<file path="src/rtl/fifo_arb_pkg.sv">
// Shared types, defaults and the round-robin search used by the FIFO write arbiter
// and its picker.
package fifo_arb_pkg;

    typedef enum logic [0:0] {
        StIdle  = 1'b0,
        StGrant = 1'b1
    } arb_state_e;

    localparam int unsigned DefWidth    = 32;
    localparam int unsigned DefNReq     = 4;
    localparam int unsigned DefMaxBurst = 8;
    localparam int          MaxReq      = 16;

    // Returns the first requester strictly after `last` (wrapping mod n_req), or -1.
    // Descending loop so the nearest candidate is assigned last and wins.
    function automatic int rr_next(input logic [MaxReq-1:0] req,
                                   input logic [3:0]        last,
                                   input int                n_req);
        int         pick;
        int         idx;
        logic [3:0] idx4;
        pick = -1;
        for (int i = MaxReq; i >= 1; i--) begin
            if (i <= n_req) begin
                idx  = (int'(last) + i) % n_req;
                idx4 = 4'(idx);
                if (req[idx4]) begin
                    pick = idx;
                end
            end
        end
        return pick;
    endfunction

endpackage

</file>
<file path="src/rtl/rr_priority_picker.sv">
// Combinational round-robin picker: winner index and one-hot, searching upward
// from the entry after last_i.
module rr_priority_picker
    import fifo_arb_pkg::*;
#(
    parameter int unsigned N_REQ = DefNReq
) (
    input  logic [N_REQ-1:0]         req_i,
    input  logic [$clog2(N_REQ)-1:0] last_i,
    output logic                     valid_o,
    output logic [$clog2(N_REQ)-1:0] idx_o,
    output logic [N_REQ-1:0]         onehot_o
);

    localparam int unsigned IdW = $clog2(N_REQ);

    logic [MaxReq-1:0] req_pad;
    logic [3:0]        last_pad;
    int                pick;

    always_comb begin
        req_pad  = MaxReq'(req_i);
        last_pad = 4'(last_i);
        pick     = rr_next(req_pad, last_pad, int'(N_REQ));
        valid_o  = (pick >= 0);
        idx_o    = IdW'(pick);
        onehot_o = '0;
        if (valid_o) begin
            onehot_o[idx_o] = 1'b1;
        end
    end

endmodule

</file>
<file path="src/rtl/fifo_write_arbiter.sv">
// Round-robin arbiter sharing one FIFO write port among N_REQ valid/ready producers,
// with bounded bursts and combinational back-pressure from the FIFO full flag.
module fifo_write_arbiter
    import fifo_arb_pkg::*;
#(
    parameter int unsigned WIDTH     = DefWidth,
    parameter int unsigned N_REQ     = DefNReq,
    parameter int unsigned MAX_BURST = DefMaxBurst
) (
    input  logic                     clk,
    input  logic                     reset,
    input  logic [N_REQ-1:0]         req_valid,
    input  logic [N_REQ*WIDTH-1:0]   req_data,
    output logic [N_REQ-1:0]         req_ready,
    input  logic                     fifo_full,
    output logic                     fifo_w_enb,
    output logic [WIDTH-1:0]         fifo_d_in,
    output logic [$clog2(N_REQ)-1:0] grant_id,
    output logic                     busy
);

    localparam int unsigned IdW  = $clog2(N_REQ);
    localparam int unsigned CntW = $clog2(MAX_BURST) + 1;
    localparam logic [CntW-1:0] LastBeat = CntW'(MAX_BURST - 1);
    localparam logic [IdW-1:0]  LastReq  = IdW'(N_REQ - 1);

    arb_state_e       state_q, state_d;
    logic [IdW-1:0]   grant_q, grant_d;
    logic [N_REQ-1:0] grant_oh_q, grant_oh_d;
    logic [IdW-1:0]   last_q, last_d;
    logic [CntW-1:0]  cnt_q, cnt_d;

    logic             pick_valid;
    logic [IdW-1:0]   pick_idx;
    logic [N_REQ-1:0] pick_oh;
    logic             sel_valid;

    rr_priority_picker #(
        .N_REQ (N_REQ)
    ) u_picker (
        .req_i    (req_valid),
        .last_i   (last_q),
        .valid_o  (pick_valid),
        .idx_o    (pick_idx),
        .onehot_o (pick_oh)
    );

    always_comb begin
        state_d    = state_q;
        grant_d    = grant_q;
        grant_oh_d = grant_oh_q;
        last_d     = last_q;
        cnt_d      = cnt_q;
        req_ready  = '0;
        fifo_w_enb = 1'b0;
        busy       = 1'b0;
        fifo_d_in  = '0;
        sel_valid  = 1'b0;

        for (int i = 0; i < int'(N_REQ); i++) begin
            if (grant_q == IdW'(i)) begin
                fifo_d_in = req_data[i*WIDTH +: WIDTH];
                sel_valid = req_valid[i];
            end
        end

        case (state_q)
            StIdle: begin
                if (pick_valid) begin
                    state_d    = StGrant;
                    grant_d    = pick_idx;
                    grant_oh_d = pick_oh;
                    cnt_d      = '0;
                end
            end
            StGrant: begin
                busy       = 1'b1;
                req_ready  = fifo_full ? '0 : grant_oh_q;
                fifo_w_enb = sel_valid & ~fifo_full;
                if (fifo_w_enb) begin
                    cnt_d = cnt_q + CntW'(1);
                end
                // A full FIFO only stalls; release needs a finished burst or an idle producer.
                if ((fifo_w_enb && (cnt_q == LastBeat)) || (!sel_valid && !fifo_full)) begin
                    state_d = StIdle;
                    last_d  = grant_q;
                end
            end
            default: state_d = StIdle;
        endcase
    end

    always_ff @(posedge clk or negedge reset) begin
        if (!reset) begin
            state_q    <= StIdle;
            grant_q    <= '0;
            grant_oh_q <= '0;
            last_q     <= LastReq;
            cnt_q      <= '0;
        end else begin
            state_q    <= state_d;
            grant_q    <= grant_d;
            grant_oh_q <= grant_oh_d;
            last_q     <= last_d;
            cnt_q      <= cnt_d;
        end
    end

    assign grant_id = grant_q;

endmodule

</file>
<file path="config.mk">
export PLATFORM = sky130hd
export DESIGN_NAME = fifo_write_arbiter
export DESIGN_NICKNAME = d
export VERILOG_FILES = /design/src/rtl/fifo_arb_pkg.sv /design/src/rtl/rr_priority_picker.sv /design/src/rtl/fifo_write_arbiter.sv
export SDC_FILE = /design/constraint.sdc
export NUM_CORES = 1
export LEC_CHECK = 0
export CORE_UTILIZATION = 29
export CTS_CLUSTER_DIAMETER = 200
export DETAILED_ROUTE_END_ITERATION = 12
export PLACE_DENSITY = 0.91
export SYNTH_ARGS = -nofsm -noshare
export SYNTH_HDL_FRONTEND = slang
export SYNTH_SLANG_ARGS = --single-unit
</file>
<file path="constraint.sdc">
create_clock -name clk -period 2.95 [get_ports clk]
set_input_delay 0.59 -clock clk [delete_from_list [all_inputs] [get_ports clk]]
set_output_delay 0.59 -clock clk [all_outputs]
set_load 0.02 [all_outputs]
</file>
# After elaboration in Yosys (flattened, before gate mapping)
# Cells that the tools add are included.
# op_classes
n_addsub	5
multipliers	0
div_mod_pow	0
order_cmp	7
n_eq_ne	6
n_shift	0
muxes	32
bitwise	7
reduce_logical	14
# op_table
operator	n
$mux W32	8
$ge A32 B1 Y1 const B	1
$lt A4 B5 Y1 const B	4
$mux W4	4
$mux W1	13
$bmux W1 S3	4
$pmux W4 S2	1
$reduce_or A2 Y1	4
$reduce_and A2 Y1	3
$add A2 B1 Y2 const B	2
$add A2 B2 Y2 const B	2
$add A4 B1 Y4 const B	1
$and A1 B1 Y1 const A	4
$eq A2 B2 Y1 const B	2
$eq A4 B3 Y1 const B	1
$logic_and A1 B1 Y1	3
$lt A2 B3 Y1 const B	1
$demux W1 S2	1
$eq A2 B1 Y1 const B	1
$ge A2 B1 Y1 const B	1
$logic_not A1 Y1	2
$logic_not A2 Y1	1
$ne A2 B1 Y1 const B	1
$ne A2 B2 Y1 const B	1
other kinds (4)	5
# totals
ff_bits	13
latchBits	0
ram_bits	0
mem_bits_ro	0
memories	0

# Logic depth before layout (Yosys ltp)
# Gate-level depths: netlist (run 1).
# logic_depth
ltp_word	13
mapped_depth	6
ltp_nobuf	5

# Cells and area by module
# Synthesis (run 1) repeated with hierarchy kept, for this count alone.
# unflattened
cells_unflattened	123
area_unflattened_um2	1600.3
# by_module_without_submodules
mod	n_inst	cells_per_inst	area_each_um2	seq_area_each_um2
fifo_write_arbiter	1	91	1400.1	327.8
rr_priority_picker	1	32	200.2	0.0

# Worst setup path after synthesis (run 1)
# Ideal clock, no wire load.
# synth_path
kind	reg-to-output
startpoint	register grant_q[0], in the netlist grant_id[0]
endpoint	output port fifo_d_in[0]
arrival_ns	1.518
required_ns	2.360
path_slack_ns	0.842
stages_incl_launch_ff	4
path_buffers	2
cell_sequence	dfrtp_1 buf_6 buf_2 mux4_2
# synth_via
elab_chain_cells	5
word_cells_on_any_way	8
cone_classes	eq/ne (3); mux (4); reduce/logical (1)
# synth_rtl
element	line_no	rtl
from (decl)	fifo_write_arbiter.sv:28	logic [IdW-1:0] grant_q, grant_d;
from (signal assigned)	fifo_write_arbiter.sv:102	grant_q <= grant_d;
$logic_not A2 Y1	fifo_write_arbiter.sv:61	if (grant_q == IdW'(i)) begin
$mux W32 (3 in series)	fifo_write_arbiter.sv:61	
$mux W32 (*)	fifo_write_arbiter.sv:61	
to (decl)	fifo_write_arbiter.sv:17	output logic [WIDTH-1:0] fifo_d_in,
# Every way passes the cells marked *; elsewhere a longest branch is shown, timed or not.

# Worst setup path in the final report (run 1)
# layout_path
startpoint	input port req_valid[0]
endpoint	output port fifo_w_enb
# layout_via
elab_chain_cells	6
# layout_rtl
element	line_no	rtl
from (decl)	fifo_write_arbiter.sv:12	input logic [N_REQ-1:0] req_valid,
$mux W1 (4 in series)	fifo_write_arbiter.sv:61	
$and A1 B1 Y1	fifo_write_arbiter.sv:79	fifo_w_enb = sel_valid & ~fifo_full;
$mux W1	fifo_write_arbiter.sv:67	case (state_q)
to (decl)	fifo_write_arbiter.sv:16	output logic fifo_w_enb,
# Every way passes these cells.

==> flow_summary.json, run 1 <==
{
  "status": "finished clean",
  "hold_buffers": 0,
  "layout_common_cells": "174 x clkdlybuf4s50_1, 33 x mux4_2, 10 x nor2_1, 10 x dfrtp_1, 7 x buf_4",
  "post_route_cells_drive_above_1_share_pct": 19.6,
  "cpMaxStageDelayCell": "mux4_2",
  "path_clk_slew_ns": 0.05,
  "switching_share_pct": 40.6,
  "post-place-ws_ns": 0.0616,
  "via_count": 1805,
  "p_per_area_nw_per_um2": 732,
  "grt_pass1_vias": 1826,
  "yosysTopAreaCell": "mux4_2",
  "cts-root-buf": "clkbuf_8",
  "post_synth_num_cell_types": 36,
  "regArea_um2": 329,
  "relSlewSlack_pct": 60.6,
  "power.internal_uw": 1470,
  "hp-start": "grant_oh_q[2]$_DFFE_PN0P_",
  "reg2reg_from": "grant_id[0]$_DFFE_PN0P_",
  "drc_errors": 0,
  "dr.pass1.iters": 4,
  "final.setup.tns_ns": 0,
  "hold-worst-slack_ns": 0.480,
  "ant_nets": 0,
  "synthesis.nets": 244,
  "cp_max_fo": 6,
  "cp-start-kind": "input pin",
  "start_util_pct": 30.6,
  "yosys_warnings": 0,
  "syn_area_um2": 1470,
  "end_kind": "output port",
  "final_common_cell": "clkdlybuf4s50_1",
  "cp_num_buf_inv": 3,
  "r2r_setup_slack_ns": 1.24,
  "postSynthAreaPerCell_um2": 13.6,
  "multi_input_area_um2": 1090,
  "grt_pass1_wl_um": 8980,
  "required_ns": 2.36,
  "hp-class": "flip-flop to flip-flop",
  "fillCellCount": 380,
  "fin_skew_ns": 0.000758,
  "ir_drop_uv": 417,
  "max_freq_mhz": 344,
  "rsz0062_at_grt": "no",
  "slowest_delay_ns": 0.54,
  "place_area_um2": 3320,
  "core_area_um2": 4820,
  "combPwrFrac_pct": 79.6,
  "dp_hpwl_um": 5360,
  "drv_cap": 0,
  "fin_util_pct": 69.9,
  "setup_viol": 0,
  "power_leakage_uw": 0.00127,
  "fin_ws_ns": 0.0469,
  "seq_area_frac_synth_pct": 22.3,
  "synth.area.top_cells": "mux4_2 50%, dfrtp_1 19%, dfstp_2 3.6%",
  "finalWirelength_um": 6160,
  "final.min_clock_period_ns": 2.90,
  "detail_route.vias_per_cell": 5.13,
  "synth_top_area_share_pct": 50.5,
  "crit_chain": "clkdlybuf4s50_1 > mux4_2 > nand2_4 > inv_2 > clkdlybuf4s50_1",
  "routedWlPerCell_um": 17.5,
  "drt_iter0_markers": 31,
  "fin_area_um2": 3370,
  "critical_path.top_delay_family": "buffers and inverters",
  "numCtsBuffers": 3,
  "antennaDiodeCount": 0,
  "worst_pin_slew_ns": 0.589,
  "cp_data_arrival_time_ns": 2.31,
  "tritoncts": "built",
  "syn2layout_area_growth_pct": 129,
  "portBuffers": 174,
  "slew_viol_final": 0,
  "die_area_um2": 5370,
  "clock_sinks": 13,
  "p_sw_uw": 1000,
  "synth_cells": 108,
  "nNetsFinal": 422,
  "fin_crit_sh_pct": 98.4,
  "critPathLaunch": "req_valid[0]",
  "antenna_found_initial": 0,
  "die_h_um": 73.3,
  "overflow": 0,
  "grt_max_degree": 24,
  "power.clock.fraction_pct": 6.3,
  "ios": 175,
  "globalplace.congestion": 0.800,
  "finalHoldViolations": 0,
  "ys_ff_latch": 13,
  "cts_setup_buffers": 0,
  "fp.dieW_um": 73.3,
  "htreeDepth": 1,
  "clk_latency_ns": 0.24,
  "cts_buffer_depth": 2,
  "cts_resized": 0,
  "p_seq_share_pct": 14.1,
  "crit_top_cell": "clkdlybuf4s50_1",
  "rows": 25,
  "grt_usage_pct": 22.5,
  "path_class": "input pin to output port"
}
-- through the flow --
step	std cells	total power, uW
after floorplan	108	1490
after global routing	352	2600
final	352	2470
after global placement	348	2290
after detailed placement	348	2330
after CTS	352	2490
-- synth_stat cells (all sizes together) --
master	count
o221ai	1
inv	2
a211o	1
o21ai	2
mux4	33
o31ai	2
nand3	2
dfrtp	11
mux2i	1
nand2	4
dfstp	2
mux2	2
a21oi	3
and3	1
nor2	10
a22o	2
nor2b	1
nor3b	1
a21o	1
ha	1
or2	1
buf	6
nor3	2
nand2b	2
and2	4
or3b	1
a21boi	2
clkbuf	3
nand3b	1
nor4	2
o211ai	1
-- cells by family (layout without fill, tap and decap cells) --
family / count (synthesis) / in the layout / share of synthesized area [%]
multiplexers: 36 / 36 / 52.7
adder cells (fa/ha/maj): 1 / 1 / 0.849
flip-flops: 13 / 13 / 22.3
AO/OA/AOI/OAI: 15 / 15 / 7.39
buffers and inverters: 11 / 188 / 3.74
AND/OR/NAND/NOR: 32 / 32 / 13.1
-- flip-flops by register name, indices dropped and copies added, names as in the netlist --
register / flops
grant_id: 2
state_q: 1
last_q: 2
grant_oh_q: 4
cnt_q: 4
-- worst reg2reg max path: stages, from the launching register on --
cell and delay [ns]:
dfrtp_2 0.45, mux4_2 0.59, a21boi_2 0.24, mux2_2 0.36
-- area by class of cell --
| class | instances | share of cell area [%] |
|---|---|---|
| Inverter | 2 | 0.223 |
| Tap cell | 67 | 2.49 |
| Clock buffer | 4 | 1.34 |
| Multi-Input combinational cell | 84 | 32.3 |
| Timing Repair Buffer | 182 | 53.8 |
| Sequential cell | 13 | 9.77 |
-- power by group through the flow --
stage	combinational [uW]	clock, uW	sequential, uW
floorplan	1150	0	334
global placement	1950	0	338
detailed placement	1980	0	348
CTS	1990	157	346
global route	2080	166	357
finish	1970	155	347
-- worst paths after layout --
path / endpoint / cells past startpoint
worst max-delay path: fifo_w_enb / 5
worst min-delay path: grant_oh_q[2]$_DFFE_PN0P_ / 2
worst max register to register: last_q[0]$_DFFE_PN1P_ / 3
worst min register to register: grant_oh_q[2]$_DFFE_PN0P_ / 2
max in group asynchronous: grant_id[0]$_DFFE_PN0P_ / 1
min in group asynchronous: cnt_q[3]$_DFFE_PN0P_ / 1
-- metal layers --
layer | part of all wire [%] | GRT usage (%) | routed length (um) | up-vias
li1 | - | - | - | 811
met1 | 34 | 22.6 | 2080 | 862
met2 | 53 | 44.1 | 3260 | 116
met3 | 11 | 6.45 | 665 | 16
met4 | 2.5 | 6.54 | 151 | 0
met5 | 0 | 0 | 0 | -
(Power assumes the default switching activity.)
==> run 2, diff against run 1 <==
--- a/config.mk
+++ b/config.mk
@@ -5,6 +5,7 @@
 export SDC_FILE = /design/constraint.sdc
 export NUM_CORES = 1
 export LEC_CHECK = 0
+export ABC_CLOCK_PERIOD_IN_PS = 2950
 export CORE_UTILIZATION = 29
 export CTS_CLUSTER_DIAMETER = 200
 export DETAILED_ROUTE_END_ITERATION = 12
==> results of run 2 <==
The final DEF is identical to that of run 1; final timing and power are the same.
==> run 3, diff against run 2 <==
--- a/config.mk
+++ b/config.mk
@@ -6,10 +6,13 @@
 export NUM_CORES = 1
 export LEC_CHECK = 0
 export ABC_CLOCK_PERIOD_IN_PS = 2950
+export CAP_MARGIN = 25
+export CORE_MARGIN = 3
 export CORE_UTILIZATION = 29
 export CTS_CLUSTER_DIAMETER = 200
 export DETAILED_ROUTE_END_ITERATION = 12
 export PLACE_DENSITY = 0.91
+export REMOVE_ABC_BUFFERS = 1
 export SYNTH_ARGS = -nofsm -noshare
 export SYNTH_HDL_FRONTEND = slang
 export SYNTH_SLANG_ARGS = --single-unit
==> flow_summary.json, run 3 (synthesis results as in run 1) <==
{
  "status": "finished clean",
  "antenna_found_initial": 0,
  "cp_max_fo": 4,
  "tritoncts": "built",
  "via_count": 1760,
  "cts_setup_buffers": 0,
  "clk_latency_ns": 0.24,
  "numCtsBuffers": 3,
  "required_ns": 2.36,
  "r2r_setup_slack_ns": 1.09,
  "post_route_cells_drive_above_1_share_pct": 19.6,
  "finalWirelength_um": 7200,
  "hp-class": "flip-flop to flip-flop",
  "routedWlPerCell_um": 20.4,
  "core_area_um2": 4820,
  "relSlewSlack_pct": 60.4,
  "grt_max_degree": 31,
  "final.min_clock_period_ns": 2.84,
  "drt_iter0_markers": 43,
  "overflow": 0,
  "grt_usage_pct": 24.4,
  "cts_buffer_depth": 2,
  "die_area_um2": 5970,
  "antennaDiodeCount": 0,
  "die_h_um": 77.3,
  "layout_common_cells": "174 x clkdlybuf4s50_1, 33 x mux4_2, 10 x nor2_1, 10 x dfrtp_1, 5 x buf_4",
  "grt_pass1_wl_um": 11100,
  "hold_buffers": 0,
  "clock_sinks": 13,
  "detail_route.vias_per_cell": 5.00,
  "htreeDepth": 1,
  "rows": 25,
  "worst_pin_slew_ns": 0.592,
  "setup_viol": 0,
  "cp-start-kind": "input pin",
  "reg_top3": "cnt_q (4), grant_oh_q (4)",
  "cts_resized": 0,
  "start_util_pct": 30.6,
  "globalplace.congestion": 0.899,
  "place_area_um2": 3350,
  "fillCellCount": 373,
  "cp_data_arrival_time_ns": 2.25,
  "drv_cap": 0,
  "path_class": "input pin to output port",
  "nNetsFinal": 422,
  "fin_crit_sh_pct": 96.3,
  "dp_hpwl_um": 6360,
  "ios": 175,
  "totalPowerFinal_uw": 2520,
  "fp.dieW_um": 77.3,
  "final.setup.tns_ns": 0,
  "finalHoldViolations": 0,
  "end_kind": "output port",
  "max_freq_mhz": 352,
  "grt_pass1_vias": 1995,
  "syn2layout_area_growth_pct": 131,
  "power_leakage_uw": 0.00128,
  "ant_nets": 0,
  "dr.pass1.iters": 4,
  "final_common_cell": "clkdlybuf4s50_1",
  "slew_viol_final": 0,
  "path_clk_slew_ns": 0.06,
  "drc_errors": 0,
  "ir_drop_uv": 339,
  "rsz0062_at_grt": "no",
  "portBuffers": 174,
  "cts-root-buf": "clkbuf_8",
  "fin_area_um2": 3390,
  "p_per_area_nw_per_um2": 741,
  "fin_skew_ns": 0.00236
}
## run 3: routing by layer
layer / global-route usage [%] / part of all wire [%] / vias up
li1: - / - / 808
met1: 26.9 / 35 / 826
met2: 44.6 / 52 / 112
met3: 8.33 / 10 / 14
met4: 5.87 / 2.5 / 0
met5: 0 / 0 / -
## run 3: path summary, 6_finish.rpt
| path | start | to | cells after the start |
|---|---|---|---|
| setup / recovery | req_valid[0] | fifo_w_enb | 5 |
| hold / removal | cnt_q[3]$_DFFE_PN0P_ | cnt_q[3]$_DFFE_PN0P_ | 1 |
| setup reg to reg | grant_id[0]$_DFFE_PN0P_ | last_q[1]$_DFFE_PN1P_ | 3 |
| hold reg to reg | cnt_q[3]$_DFFE_PN0P_ | cnt_q[3]$_DFFE_PN0P_ | 1 |
| max in group asynchronous | reset | grant_id[0]$_DFFE_PN0P_ | 1 |
| min in group asynchronous | reset | cnt_q[1]$_DFFE_PN0P_ | 1 |
## run 3: through the flow
step	instances	worst slack [ns]	hold WS (ns)	utilization (%)
after global placement	348	0.131	0.465	69.5
after detailed placement	348	0.109	0.479	69.5
after floorplan	99	-0.0961	0.294	-
final	352	0.110	0.491	70.5
after CTS	352	0.110	0.489	70.5
after global routing	352	0.0698	0.512	70.5
## run 3: final cells by class
class / count / area (um^2) / area share (%)
Clock buffer: 4 / 45.0 / 1.33
Inverter: 2 / 7.51 / 0.221
Multi-Input combinational cell: 84 / 1090 / 32.1
Sequential cell: 13 / 329 / 9.69
Tap cell: 67 / 83.8 / 2.47
Timing Repair Buffer: 182 / 1840 / 54.2
## run 3: report_power, final
part / switching, uW / internal, uW / total [uW]
Sequential: 116 / 264 / 380
Clock: 62.3 / 95.3 / 158
Combinational: 844 / 1130 / 1980
## run 3: worst max-delay path, stage by stage
cell             delay, ns
clkdlybuf4s50_1       0.46
mux4_2                0.53
nand2_4               0.10
inv_2                 0.04
clkdlybuf4s50_1       0.53
